<file path="config.mk">
export PLATFORM = sky130hd
export DESIGN_NAME = l1_tag_ctrl_flat
export DESIGN_NICKNAME = d
export VERILOG_FILES = /design/src/rtl/l1_tag_pkg.sv /design/src/rtl/l1_tag_ctrl_if.sv /design/src/rtl/l1_tag_stats.sv /design/src/rtl/l1_tag_ctrl.sv /design/src/flat_wrapper.sv
export SDC_FILE = /design/constraint.sdc
export NUM_CORES = 1
export LEC_CHECK = 0
export BUFFER_PORTS_ARGS = -buffer_cell sky130_fd_sc_hd__clkbuf_2
export CAP_MARGIN = 20
export CORE_ASPECT_RATIO = 1.25
export CORE_MARGIN = 4
export CORE_UTILIZATION = 55
export DETAILED_ROUTE_END_ITERATION = 12
export GPL_ROUTABILITY_DRIVEN = 0
export PLACE_DENSITY = 0.91
export SETUP_SLACK_MARGIN = 0.15
export SKIP_CTS_REPAIR_TIMING = 1
export SLEW_MARGIN = 40
export SYNTH_ARGS = -nofsm -noshare
export SYNTH_HDL_FRONTEND = slang
export SYNTH_HIERARCHICAL = 1
export SYNTH_SLANG_ARGS = --single-unit
</file>
<file path="constraint.sdc">
create_clock -name clk -period 8.9 [get_ports clk]
set_clock_uncertainty 0.1 [all_clocks]
set_input_delay 0.445 -clock clk [delete_from_list [all_inputs] [get_ports clk]]
set_output_delay 0.445 -clock clk [all_outputs]
set_load 0.005 [all_outputs]
</file>
<file path="src/rtl/l1_tag_pkg.sv">
// l1_tag_pkg: shared geometry, FSM states and address field helpers for the L1 tag controller
package l1_tag_pkg;
  localparam int ADDR_W  = 32;
  localparam int OFF_W   = 6;
  localparam int IDX_W   = 8;
  localparam int TAG_W   = ADDR_W - IDX_W - OFF_W;
  localparam int ENTRY_W = TAG_W + 1;
  typedef enum logic [2:0] {INIT, IDLE, LOOKUP, MISS_REQ, MISS_WAIT, FILL, RESP} state_e;
  function automatic logic [IDX_W-1:0] idx_of(input logic [ADDR_W-1:0] addr);
    return addr[OFF_W+:IDX_W];
  endfunction
  function automatic logic [TAG_W-1:0] tag_of(input logic [ADDR_W-1:0] addr);
    return addr[ADDR_W-1-:TAG_W];
  endfunction
endpackage

</file>
<file path="src/rtl/l1_tag_ctrl_if.sv">
// l1_tag_ctrl_if: request/response and line-fill handshakes of the L1 tag controller
interface l1_tag_ctrl_if;
  import l1_tag_pkg::*;
  logic              req_valid;
  logic              req_ready;
  logic [ADDR_W-1:0] req_addr;
  logic              resp_valid;
  logic              resp_hit;
  logic [ADDR_W-1:0] resp_addr;
  logic              mem_req_valid;
  logic              mem_req_ready;
  logic [ADDR_W-1:0] mem_req_addr;
  logic              mem_resp_valid;
  modport master (
    output req_valid, req_addr, mem_req_ready, mem_resp_valid,
    input  req_ready, resp_valid, resp_hit, resp_addr, mem_req_valid, mem_req_addr
  );
  modport slave (
    input  req_valid, req_addr, mem_req_ready, mem_resp_valid,
    output req_ready, resp_valid, resp_hit, resp_addr, mem_req_valid, mem_req_addr
  );
endinterface

</file>
<file path="src/rtl/l1_tag_stats.sv">
// l1_tag_stats: saturating hit/miss counters, cleared by rst or clr
module l1_tag_stats (
  input  logic        clk,
  input  logic        rst,
  input  logic        clr,
  input  logic        inc_hit,
  input  logic        inc_miss,
  output logic [31:0] hit_count,
  output logic [31:0] miss_count
);
  logic [31:0] hit_q, miss_q;
  always_ff @(posedge clk or posedge rst) begin
    if (rst) begin
      hit_q  <= '0;
      miss_q <= '0;
    end else if (clr) begin
      hit_q  <= '0;
      miss_q <= '0;
    end else begin
      if (inc_hit && !(&hit_q)) hit_q <= hit_q + 32'd1;
      if (inc_miss && !(&miss_q)) miss_q <= miss_q + 32'd1;
    end
  end
  assign hit_count  = hit_q;
  assign miss_count = miss_q;
endmodule

</file>
<file path="src/rtl/l1_tag_ctrl.sv">
// l1_tag_ctrl: tag lookup, one-line refill and invalidate sweep over a 1R1W tag SRAM
// Optional L1_TAG_STATS_EN adds saturating hit_count/miss_count outputs.
module l1_tag_ctrl #(
  parameter int ADDR_W = l1_tag_pkg::ADDR_W,
  parameter int OFF_W  = l1_tag_pkg::OFF_W,
  parameter int IDX_W  = l1_tag_pkg::IDX_W,
  parameter int TAG_W  = l1_tag_pkg::TAG_W
) (
  input  logic             clk,
  input  logic             rst,
  l1_tag_ctrl_if.slave     bus,
  input  logic             flush,
  output logic             tag_csb0,
  output logic [IDX_W-1:0] tag_addr0,
  output logic [TAG_W:0]   tag_din0,
  output logic             tag_csb1,
  output logic [IDX_W-1:0] tag_addr1,
  input  logic [TAG_W:0]   tag_dout1
`ifdef L1_TAG_STATS_EN
  ,
  output logic [31:0]      hit_count,
  output logic [31:0]      miss_count
`endif
);
  import l1_tag_pkg::*;
  state_e            state_q, state_d;
  logic [7:0]        cnt_q;
  logic [ADDR_W-1:0] addr_q, resp_addr_q, mem_req_addr_q;
  logic              flush_pend_q, flush_pend_d, accept, lookup_hit;
  logic              req_ready_q, resp_valid_q, resp_hit_q, mem_req_valid_q;
  logic              csb0_q;
  logic [IDX_W-1:0]  addr0_q;
  logic [TAG_W:0]    din0_q;
  always_comb begin
    accept       = bus.req_valid && req_ready_q;
    lookup_hit   = tag_dout1[TAG_W] && tag_dout1[TAG_W-1:0] == tag_of(addr_q);
    flush_pend_d = (state_q == INIT || (state_q == IDLE && flush_pend_q)) ? 1'b0 : flush_pend_q || flush;
    state_d      = state_q;
    case (state_q)
      INIT:      state_d = cnt_q == 8'hFF ? IDLE : INIT;
      IDLE:      state_d = flush_pend_q ? INIT : accept ? LOOKUP : IDLE;
      LOOKUP:    state_d = lookup_hit ? RESP : MISS_REQ;
      MISS_REQ:  state_d = bus.mem_req_ready ? MISS_WAIT : MISS_REQ;
      MISS_WAIT: state_d = bus.mem_resp_valid ? FILL : MISS_WAIT;
      FILL:      state_d = RESP;
      RESP:      state_d = IDLE;
      default:   state_d = INIT;
    endcase
  end
  // Write-port outputs lag the state by one cycle, so req_ready stays low until the last sweep write has retired
  always_ff @(posedge clk or posedge rst) begin
    if (rst) begin
      state_q         <= INIT;
      cnt_q           <= '0;
      addr_q          <= '0;
      flush_pend_q    <= 1'b0;
      req_ready_q     <= 1'b0;
      resp_valid_q    <= 1'b0;
      resp_hit_q      <= 1'b0;
      resp_addr_q     <= '0;
      mem_req_valid_q <= 1'b0;
      mem_req_addr_q  <= '0;
      csb0_q          <= 1'b1;
      addr0_q         <= '0;
      din0_q          <= '0;
    end else begin
      state_q         <= state_d;
      flush_pend_q    <= flush_pend_d;
      cnt_q           <= state_q == INIT ? cnt_q + 8'd1 : 8'd0;
      if (accept) addr_q <= bus.req_addr;
      if (state_q == LOOKUP) resp_hit_q <= lookup_hit;
      if (state_q == LOOKUP && !lookup_hit) mem_req_addr_q <= {addr_q[ADDR_W-1:OFF_W], {OFF_W{1'b0}}};
      if (state_q == RESP) resp_addr_q <= addr_q;
      req_ready_q     <= state_d == IDLE && state_q != INIT && !flush_pend_d;
      resp_valid_q    <= state_q == RESP;
      mem_req_valid_q <= state_d == MISS_REQ;
      csb0_q          <= !(state_q == INIT || state_q == FILL);
      addr0_q         <= state_q == FILL ? idx_of(addr_q) : cnt_q;
      din0_q          <= state_q == FILL ? {1'b1, tag_of(addr_q)} : '0;
    end
  end
  assign bus.req_ready     = req_ready_q;
  assign bus.resp_valid    = resp_valid_q;
  assign bus.resp_hit      = resp_hit_q;
  assign bus.resp_addr     = resp_addr_q;
  assign bus.mem_req_valid = mem_req_valid_q;
  assign bus.mem_req_addr  = mem_req_addr_q;
  assign tag_csb0          = csb0_q;
  assign tag_addr0         = addr0_q;
  assign tag_din0          = din0_q;
  assign tag_csb1          = !accept;
  assign tag_addr1         = req_ready_q ? idx_of(bus.req_addr) : '0;
`ifdef L1_TAG_STATS_EN
  l1_tag_stats u_stats (
    .clk        (clk),
    .rst        (rst),
    .clr        (state_q == IDLE && flush_pend_q),
    .inc_hit    (resp_valid_q && resp_hit_q),
    .inc_miss   (resp_valid_q && !resp_hit_q),
    .hit_count  (hit_count),
    .miss_count (miss_count)
  );
`endif
endmodule
</file>
<file path="src/flat_wrapper.sv">
// flat-port wrapper written by rule: the top's interface ports become plain ports
module l1_tag_ctrl_flat import l1_tag_pkg::*;
#(
  parameter int ADDR_W = l1_tag_pkg::ADDR_W,
  parameter int OFF_W  = l1_tag_pkg::OFF_W,
  parameter int IDX_W  = l1_tag_pkg::IDX_W,
  parameter int TAG_W  = l1_tag_pkg::TAG_W
)
  (clk, rst, flush, tag_csb0, tag_addr0, tag_din0, tag_csb1, tag_addr1, tag_dout1, bus_req_valid, bus_req_addr, bus_mem_req_ready, bus_mem_resp_valid, bus_req_ready, bus_resp_valid, bus_resp_hit, bus_resp_addr, bus_mem_req_valid, bus_mem_req_addr);
  l1_tag_ctrl_if bus_i ();
  input  logic clk;
  input  logic rst;
  input  logic flush;
  output logic tag_csb0;
  output logic [IDX_W-1:0] tag_addr0;
  output logic [TAG_W:0] tag_din0;
  output logic tag_csb1;
  output logic [IDX_W-1:0] tag_addr1;
  input  logic [TAG_W:0] tag_dout1;
  input wire logic [$bits(bus_i.req_valid)-1:0] bus_req_valid;
  input wire logic [$bits(bus_i.req_addr)-1:0] bus_req_addr;
  input wire logic [$bits(bus_i.mem_req_ready)-1:0] bus_mem_req_ready;
  input wire logic [$bits(bus_i.mem_resp_valid)-1:0] bus_mem_resp_valid;
  output wire logic [$bits(bus_i.req_ready)-1:0] bus_req_ready;
  output wire logic [$bits(bus_i.resp_valid)-1:0] bus_resp_valid;
  output wire logic [$bits(bus_i.resp_hit)-1:0] bus_resp_hit;
  output wire logic [$bits(bus_i.resp_addr)-1:0] bus_resp_addr;
  output wire logic [$bits(bus_i.mem_req_valid)-1:0] bus_mem_req_valid;
  output wire logic [$bits(bus_i.mem_req_addr)-1:0] bus_mem_req_addr;
  assign bus_i.req_valid = bus_req_valid;
  assign bus_i.req_addr = bus_req_addr;
  assign bus_i.mem_req_ready = bus_mem_req_ready;
  assign bus_i.mem_resp_valid = bus_mem_resp_valid;
  assign bus_req_ready = bus_i.req_ready;
  assign bus_resp_valid = bus_i.resp_valid;
  assign bus_resp_hit = bus_i.resp_hit;
  assign bus_resp_addr = bus_i.resp_addr;
  assign bus_mem_req_valid = bus_i.mem_req_valid;
  assign bus_mem_req_addr = bus_i.mem_req_addr;
  l1_tag_ctrl #(.ADDR_W(ADDR_W), .OFF_W(OFF_W), .IDX_W(IDX_W), .TAG_W(TAG_W)) u_core (.clk(clk), .rst(rst), .bus(bus_i), .flush(flush), .tag_csb0(tag_csb0), .tag_addr0(tag_addr0), .tag_din0(tag_din0), .tag_csb1(tag_csb1), .tag_addr1(tag_addr1), .tag_dout1(tag_dout1));
endmodule
</file>
==> results.json, run 1 <==
{
  "p_sw_uw": 710,
  "maxSlewHeadroom_pct": 56.8,
  "max_freq_ghz": 0.444,
  "arrival_ns": 2.44,
  "core-area_um2": 9610,
  "cts_root_buf": "clkbuf_16",
  "drt_iter0_markers": 68,
  "first_pass_iters": 4,
  "cp.required_ns": 9.09,
  "critPathCaptureType": "register",
  "wl_per_cell_um": 18.0,
  "critPathMaxFanout": 28,
  "yosysUniqueCellTypes": 38,
  "nets": 585,
  "ys_top_cells_by_area": "dfrtp_1 (62%), mux2_2 (17%), mux2_4 (5.0%)",
  "grt_pass1_wl_mm": 19.7,
  "period_needed_ns": 2.25,
  "track_usage_pct": 22.1,
  "grt_antenna_before_repair": 0,
  "area_growth_pct": 26.3,
  "power_frac_comb_pct": 28.2,
  "failed_checks": "hold timing",
  "port_buffers": 155,
  "syn-cell-area_um2": 5410,
  "postSynth.asyncResetShare_pct": 100,
  "io_pins": 162,
  "internal_power_mw": 1.66,
  "p_total_mw": 2.36,
  "layout-drive-gt1-share_pct": 54.5,
  "die_x_um": 96.7,
  "fin_tns_setup_ns": 0,
  "setup-violations-final": 0,
  "max_cap_viol_count": 0,
  "synth_seq_cells": 134,
  "drt-vias-per-instance": 5.23,
  "cts_buffers": 17,
  "grt_overflow": 0,
  "start_util_pct": 56.3,
  "p_clk_share_pct": 28.4,
  "fin_crit_sh_pct": 25.3,
  "cts_sinks": 134,
  "avgSynthCellArea_um2": 14.7,
  "drc_errors": 0,
  "synth_warnings": 6,
  "cts.clk_slew.worst_paths_ns": 0.05,
  "rsz0062_at_grt": "no",
  "clock_path_buffers": 2,
  "slew_violations": 0,
  "rows": 40,
  "worst-setup-path-type": "register to register",
  "cp-start-kind": "register",
  "synthesis.instances": 369,
  "power.leakage_nw": 3.67,
  "grt_pass1_vias": 3807,
  "antenna_left": 0,
  "worstMarginPinSlew_ns": 0.648,
  "diodes": 0,
  "hold_viol": 19,
  "share_seq_of_total_power_pct": 43.4,
  "routed_wl_mm": 12.0,
  "synth_top_cell_by_area": "dfrtp_1",
  "synth-edff-count": 0,
  "yosysSeqAreaShare_pct": 62.0,
  "clkLatencyLatePin_ns": 0.41,
  "outcome": "complete, but fails checks",
  "sw_frac_of_total_pct": 30.0,
  "peakVddDrop_mv": 0.232,
  "tritoncts": "done",
  "grt_max_degree": 75,
  "synth_flop_cell": "dfrtp_1",
  "power_density_nw_per_um2": 346,
  "hp-class": "primary input to async pin",
  "synth_top_area_share_pct": 61.5,
  "via_count": 3481,
  "dieArea_um2": 11500,
  "cts_max_level": 4,
  "chipHeight_um": 119,
  "timing.hold.ws_ns": -0.0110,
  "dpl.hpwl_mm": 8.21
}
-- registers in the layout, indices dropped and copies added, names as in the netlist, 3 cells and up --
register / flops
u_core/cnt_q: 8
u_core/bus.mem_req_addr: 26
u_core/tag_din0: 19
u_core/state_q: 3
u_core/tag_addr0: 8
u_core/addr_q: 32
u_core/bus.resp_addr: 32
-- worst max-delay path, stage by stage, from the launching register on --
cell and delay [ns]:
dfrtp_1 0.43, xnor2_1 0.29, nand4_1 0.19, nor2_1 0.23
a21o_4 0.48, mux2_2 0.40
-- cells in the mapped netlist, types with 2 or more instances --
| master | count |
|---|---|
| dfrtp_1 | 133 |
| mux2_2 | 80 |
| and3_1 | 21 |
| xnor2_1 | 21 |
| mux2_4 | 18 |
| nor2_1 | 10 |
| and2_1 | 9 |
| nand2_1 | 9 |
| clkbuf_1 | 8 |
| buf_4 | 7 |
| a21oi_1 | 5 |
| buf_2 | 5 |
| nand4_1 | 4 |
| nor2b_1 | 4 |
| o21ai_0 | 4 |
| inv_1 | 3 |
| nand3_1 | 3 |
| inv_2 | 2 |
| nand3b_1 | 2 |
| or3_1 | 2 |
| xor2_1 | 2 |
-- worst paths after layout --
path	startpoint	endpoint	slack, ns	cells past startpoint
setup / recovery	u_core/addr_q[17]	u_core/bus.mem_req_addr[23]	6.65	5
hold / removal	rst	u_core/bus.resp_addr[16]	-0.01	2
setup reg to reg	u_core/addr_q[17]	u_core/bus.mem_req_addr[23]	6.65	5
hold reg to reg	u_core/bus.resp_hit	u_core/bus.resp_hit	0.38	2
max in group asynchronous	rst	u_core/state_q[2]	7.63	3
min in group clk	bus_req_addr[24]	u_core/addr_q[24]	0.16	2
-- cells in the final DEF (no fill, tap or decap), types with 2 or more instances in the layout --
cell	netlist	layout
a21oi_1	5	5
nand2_4	0	2
nand4_1	4	4
mux2_2	80	80
clkinv_2	0	5
clkbuf_1	8	2
clkbuf_16	0	17
clkbuf_8	0	3
bufinv_16	0	2
nand3b_1	2	2
nand3_1	3	3
inv_2	2	2
and2_1	9	9
clkbuf_2	0	155
nand2_1	9	7
nor2_1	10	10
and3_1	21	21
inv_1	3	2
or3_1	2	2
mux2_4	18	18
dfrtp_1	133	132
nor2b_1	4	4
xnor2_1	21	21
o21ai_0	4	4
conb_1	1	6
xor2_1	2	2
-- logic make-up (layout without fill, tap and decap cells) --
group / after synthesis / count (layout) / synth area share [%]
AOI/OAI and AO/OA: 15 / 15 / 1.80
xor gates and xnor gates: 23 / 23 / 3.72
adders and majority gates: 1 / 1 / 0.231
buffers and inverters: 28 / 193 / 3.19
DFF: 134 / 134 / 62.0
muxes: 98 / 98 / 21.6
other: 1 / 6 / 0.0693
and+or+nand+nor: 69 / 69 / 7.33
-- power groups by stage --
stage / logic [mW] / clock network, mW / registers [mW]
floorplan: 0.449 / 0 / 0.978
global placement: 0.642 / 0 / 1.01
detailed placement: 0.671 / 0 / 1.03
CTS: 0.677 / 0.685 / 1.03
global route: 0.726 / 0.715 / 1.06
finish: 0.667 / 0.673 / 1.03
-- final cells by class --
| cell class | instances | area (µm²) |
|---|---|---|
| Clock buffer | 22 | 474 |
| Clock inverter | 9 | 101 |
| Fill cell | 662 | 2780 |
| Inverter | 5 | 23.8 |
| Multi-Input combinational cell | 212 | 1920 |
| Sequential cell | 134 | 3360 |
| Tap cell | 126 | 158 |
| Timing Repair Buffer | 157 | 795 |
-- routing by layer --
metal  global-route usage [%]  routed length [µm]  vias up  share of wire (%)
li1                         -                   -     1583                  -
met1                     25.0                4650     1770                 39
met2                     38.5                6430      111                 54
met3                     6.74                 646       17                5.4
met4                     9.57                 238        0                2.0
met5                        0                   0        -                  0
-- metrics by stage --
| step | instance area (µm²) | worst slack [ns] | util, % | std cells |
|---|---|---|---|---|
| floorplan | 5430 | 4.77 | - | 374 |
| global placement | 6230 | 6.41 | 64.9 | 634 |
| detailed placement | 6250 | 6.36 | 65.0 | 634 |
| CTS | 6820 | 6.40 | 71.0 | 665 |
| global route | 6830 | 6.57 | 71.1 | 665 |
| finish | 6830 | 6.65 | 71.1 | 665 |
(Power assumes the default switching activity.)
==> run 2, diff against run 1 <==
--- a/config.mk
+++ b/config.mk
@@ -9,10 +9,10 @@
 export CAP_MARGIN = 20
 export CORE_ASPECT_RATIO = 1.25
 export CORE_MARGIN = 4
-export CORE_UTILIZATION = 55
+export CORE_UTILIZATION = 51
 export DETAILED_ROUTE_END_ITERATION = 12
 export GPL_ROUTABILITY_DRIVEN = 0
-export PLACE_DENSITY = 0.91
+export PLACE_DENSITY = 0.86
 export SETUP_SLACK_MARGIN = 0.15
 export SKIP_CTS_REPAIR_TIMING = 1
 export SLEW_MARGIN = 40
==> constraint.sdc (replaced) <==
create_clock -name clk -period 2.1 [get_ports clk]
set_clock_uncertainty 0.1 [all_clocks]
set_input_delay 0.105 -clock clk [delete_from_list [all_inputs] [get_ports clk]]
set_output_delay 0.105 -clock clk [all_outputs]
set_load 0.005 [all_outputs]
==> results.json, run 2 (synthesized netlist as in run 1, its figures left out) <==
{
  "layout-drive-gt1-share_pct": 54.6,
  "dp.cells": 650,
  "drt_iter0_markers": 146,
  "grt_antenna_before_repair": 0,
  "max_freq_ghz": 0.502,
  "first_pass_iters": 4,
  "slew_violations": 0,
  "sw_frac_of_total_pct": 30.3,
  "critPathMaxStageDelay_ns": 0.44,
  "peakVddDrop_mv": 0.788,
  "antenna_left": 0,
  "drt-vias-per-instance": 5.12,
  "p_total_mw": 10.7,
  "rows": 41,
  "share_seq_of_total_power_pct": 40.4,
  "dieArea_um2": 12300,
  "period_needed_ns": 1.99,
  "clkLatencyLatePin_ns": 0.41,
  "area_growth_pct": 38.4,
  "cts_root_buf": "clkbuf_16",
  "stdcell_count": 724,
  "cts.clk_slew.worst_paths_ns": 0.06,
  "internal_power_mw": 7.42,
  "port_buffers": 155,
  "routed_wl_mm": 13.7,
  "worst-setup-path-type": "register to register",
  "worstHoldStart": "bus_mem_req_ready",
  "final_util_pct": 73.4,
  "maxSlewHeadroom_pct": 65.5,
  "nFillCells": 684,
  "diodes": 0,
  "met3_usage_pct": 4.97,
  "pre_cts_slack_ns": 0.0945,
  "track_usage_pct": 22.0,
  "io_pins": 162,
  "cp.required_ns": 2.29,
  "crit_chain": "xnor2_2, nand3_2, nor3_4, a21o_4, buf_12, mux2_4",
  "grt_pass1_wl_mm": 20.5,
  "via_count": 3709,
  "cts_sinks": 134,
  "die_x_um": 100,
  "max_cap_viol_count": 0,
  "power.leakage_nw": 3.98,
  "setup-violations-final": 0,
  "grt_max_degree": 97,
  "crit_path_top_delay_cell": "dfrtp_2",
  "reg2reg_from": "u_core/addr_q[14]",
  "power_frac_comb_pct": 31.4,
  "p_clk_share_pct": 28.2,
  "multi_input_area_um2": 1980,
  "p_sw_mw": 3.23,
  "fin_tns_setup_ns": 0,
  "nets": 640,
  "use_met1_pct": 27.0,
  "drc_errors": 0,
  "critPathMaxFanout": 9,
  "clock_path_buffers": 2,
  "hold_viol": 0,
  "arrival_ns": 2.18,
  "core-area_um2": 10200,
  "critPathCaptureType": "register",
  "fin_crit_sh_pct": 94.9,
  "wl_per_cell_um": 18.9,
  "final_common_cell": "clkbuf_2",
  "hp-class": "primary input to register",
  "regArea_um2": 3360,
  "rsz0062_at_grt": "yes",
  "layout_setup_ws_ns": 0.107,
  "worstMarginPinSlew_ns": 0.517,
  "cts_max_level": 4,
  "cts_buffers": 17,
  "power_density_nw_per_um2": 1420,
  "grt_overflow": 0,
  "cp-start-kind": "register",
  "grt_util_met2_pct": 36.6,
  "grt_pass1_vias": 3904,
  "tritoncts": "done",
  "chipHeight_um": 123,
  "crit_start": "u_core/addr_q[14]",
  "top_usage_layer": "met2",
  "outcome": "finished, final reports clean",
  "start_util_pct": 53.0,
  "dpl.hpwl_mm": 8.73,
  "mostFrequentLayoutCells": "clkbuf_2 (155), dfrtp_1 (130), mux2_2 (77)"
}
## run 2: path summary, 6_finish.rpt
path | endpoint | slack, ns | depth (start not counted)
setup / recovery | u_core/bus.mem_req_addr[16] | 0.11 | 6
hold / removal | u_core/state_q[1] | 0.03 | 4
setup reg to reg | u_core/bus.mem_req_addr[16] | 0.11 | 6
hold reg to reg | u_core/bus.resp_hit | 0.38 | 2
max in group asynchronous | u_core/addr_q[29] | 1.17 | 4
min in group asynchronous | u_core/bus.resp_addr[15] | 0.30 | 4
## run 2: power by group through the flow
| stage | sequential (mW) | clock [mW] | combinational, mW |
|---|---|---|---|
| finish | 4.30 | 3.00 | 3.35 |
| global route | 4.45 | 3.17 | 3.60 |
| CTS | 4.28 | 3.04 | 3.05 |
| detailed placement | 4.30 | 0 | 3.02 |
| global placement | 4.23 | 0 | 2.91 |
| floorplan | 4.14 | 0 | 1.90 |
## run 2: through the flow
| step | cell area (µm²) | hold slack (ns) |
|---|---|---|
| after floorplan | 5430 | 0.156 |
| after global routing | 7490 | 0.0855 |
| after detailed placement | 6360 | 0.205 |
| final | 7490 | 0.0273 |
| after CTS | 6960 | -0.231 |
| after global placement | 6360 | 0.188 |
## run 2: worst max-delay path, delay by kind of cell (launching register included)
kind / cells / cell delay [ns]
DFF: 1 / 0.44
and+or+nand+nor: 2 / 0.39
muxes: 1 / 0.30
AOI/OAI and AO/OA: 1 / 0.24
xor gates and xnor gates: 1 / 0.22
buffers and inverters: 1 / 0.17
## run 2: layer usage
layer	part of all wire (%)	vias to the layer above	wire length (µm)
met5	0	-	0
met4	2.3	0	313
met3	4.8	24	663
met2	53	135	7210
met1	40	1857	5510
li1	-	1693	-
## run 2: layout make-up
class	instances	area share, %
Inverter	5	0.301
Multi-Input combinational cell	212	26.5
Timing Repair Buffer	212	18.2
Sequential cell	134	44.8
Clock buffer	20	5.96
Clock inverter	12	2.05
Tap cell	129	2.16
==> run 3, diff against run 2 <==
==> constraint.sdc (replaced) <==
create_clock -name clk -period 2.2 [get_ports clk]
set_clock_uncertainty 0.1 [all_clocks]
set_input_delay 0.11 -clock clk [delete_from_list [all_inputs] [get_ports clk]]
set_output_delay 0.11 -clock clk [all_outputs]
set_load 0.005 [all_outputs]
==> results.json, run 3 (synthesized netlist as in run 1, its figures left out) <==
{
  "cp-start-kind": "register",
  "io_pins": 162,
  "port_buffers": 155,
  "fin_tns_setup_ns": 0,
  "p_total_mw": 9.86,
  "layout_setup_ws_ns": 0.206,
  "p_sw_mw": 2.96,
  "internal_power_mw": 6.90,
  "peakVddDrop_mv": 0.751,
  "via_count": 3664,
  "outcome": "finished, final reports clean",
  "tritoncts": "done",
  "regArea_um2": 3360,
  "final_common_cell": "clkbuf_2",
  "grt_antenna_before_repair": 0,
  "track_usage_pct": 21.1,
  "hp-class": "primary input to register",
  "cp.required_ns": 2.39,
  "worst-setup-path-type": "register to register",
  "area_growth_pct": 36.4,
  "start_util_pct": 53.0,
  "use_met1_pct": 25.8,
  "hold_viol": 0,
  "cts_sinks": 134,
  "cts_root_buf": "clkbuf_16",
  "met3_usage_pct": 6.21,
  "grt_pass1_wl_mm": 19.7,
  "power_frac_comb_pct": 29.7,
  "crit_path_top_delay_cell": "dfrtp_1",
  "core-area_um2": 10200,
  "top_usage_layer": "met2",
  "dieArea_um2": 12300,
  "nets": 631,
  "first_pass_iters": 5,
  "grt_util_met2_pct": 34.5,
  "antenna_left": 0,
  "sw_frac_of_total_pct": 30.0,
  "drt_iter0_markers": 150,
  "nFillCells": 664,
  "arrival_ns": 2.18,
  "drt-vias-per-instance": 5.12,
  "drc_errors": 0,
  "critPathMaxFanout": 10,
  "setup-violations-final": 0,
  "max_freq_ghz": 0.502,
  "clock_path_buffers": 2,
  "cts_buffers": 17,
  "dpl.hpwl_mm": 8.65,
  "critPathCaptureType": "register",
  "chipHeight_um": 123,
  "clkLatencyLatePin_ns": 0.41,
  "max_cap_viol_count": 0,
  "rsz0062_at_grt": "no",
  "cts_max_level": 4,
  "crit_chain": "xnor2_2, nand3_1, nor3_4, a21o_4, buf_6, mux2_2",
  "layout-drive-gt1-share_pct": 53.8,
  "multi_input_area_um2": 1950,
  "grt_max_degree": 56,
  "rows": 41,
  "slew_violations": 0,
  "routed_wl_mm": 12.9,
  "grt_pass1_vias": 3788,
  "p_clk_share_pct": 28.4,
  "fin_crit_sh_pct": 90.6,
  "power.leakage_nw": 3.91,
  "grt_overflow": 0,
  "cts.clk_slew.worst_paths_ns": 0.06,
  "share_seq_of_total_power_pct": 41.9,
  "power_density_nw_per_um2": 1340,
  "mostFrequentLayoutCells": "clkbuf_2 (155), dfrtp_1 (131), mux2_2 (80)",
  "maxSlewHeadroom_pct": 64.4,
  "period_needed_ns": 1.99,
  "wl_per_cell_um": 18.1,
  "pre_cts_slack_ns": 0.200,
  "critPathMaxStageDelay_ns": 0.44,
  "die_x_um": 100,
  "worstMarginPinSlew_ns": 0.535,
  "diodes": 0
}
run 3: cell types whose count changed in the layout (fill, tap and decap cells not counted), sizes merged:
| cell | delta |
|---|---|
| clkinv | +1 |
| bufinv | -1 |
| dlygate4sd3 | -1 |
| buf | -7 |
| inv | -1 |
run 3: area by class of cell:
cell class | count | area share, %
clock buffers | 21 | 6.51
flip-flops and latches | 134 | 45.5
inverters | 5 | 0.305
well taps | 129 | 2.19
multi-input cells | 212 | 26.5
clock inverters | 11 | 1.68
repair buffers | 203 | 17.3
run 3: power by group through the flow:
stage | combinational (mW) | clock, mW | sequential, mW
6_report | 2.93 | 2.80 | 4.13
2_1_floorplan | 1.82 | 0 | 3.96
3_3_place_gp | 2.70 | 0 | 4.07
3_5_place_dp | 2.81 | 0 | 4.14
4_1_cts | 2.82 | 2.86 | 4.11
5_1_grt | 3.17 | 2.97 | 4.26
run 3: through the flow:
stage / cells / util [%] / instance area [µm²] / hold WS, ns
final: 715 / 72.3 / 7380 / 0.0236
after global routing: 715 / 72.3 / 7380 / 0.0139
after CTS: 678 / 68.0 / 6950 / -0.404
after detailed placement: 646 / 62.1 / 6340 / 0.0320
after global placement: 646 / 62.1 / 6340 / 0.0286
after floorplan: 374 / - / 5430 / 0.161
run 3: path summary, 6_finish.rpt:
path / startpoint / end / slack (ns) / cells after the start
max reg2reg: u_core/addr_q[14] / u_core/bus.mem_req_addr[28] / 0.21 / 6
min: bus_mem_resp_valid / u_core/state_q[0] / 0.02 / 4
min in group asynchronous: rst / u_core/bus.resp_addr[15] / 0.16 / 3
max: u_core/addr_q[14] / u_core/bus.mem_req_addr[28] / 0.21 / 6
min reg2reg: u_core/cnt_q[0] / u_core/cnt_q[0] / 0.39 / 1
max in group asynchronous: rst / u_core/addr_q[29] / 1.19 / 4
run 3: critical path: cells and delay by family (launching register included):
kind	cells	cell delay [ns]
DFF	1	0.44
AOI/OAI and AO/OA	1	0.20
buffers and inverters	1	0.17
xor gates and xnor gates	1	0.21
and+or+nand+nor	2	0.41
muxes	1	0.35
run 3: routing by layer:
layer | part of all wire, % | vias to the layer above
li1 | - | 1674
met1 | 39 | 1810
met2 | 52 | 156
met3 | 6.4 | 24
met4 | 2.6 | 0
met5 | 0 | -
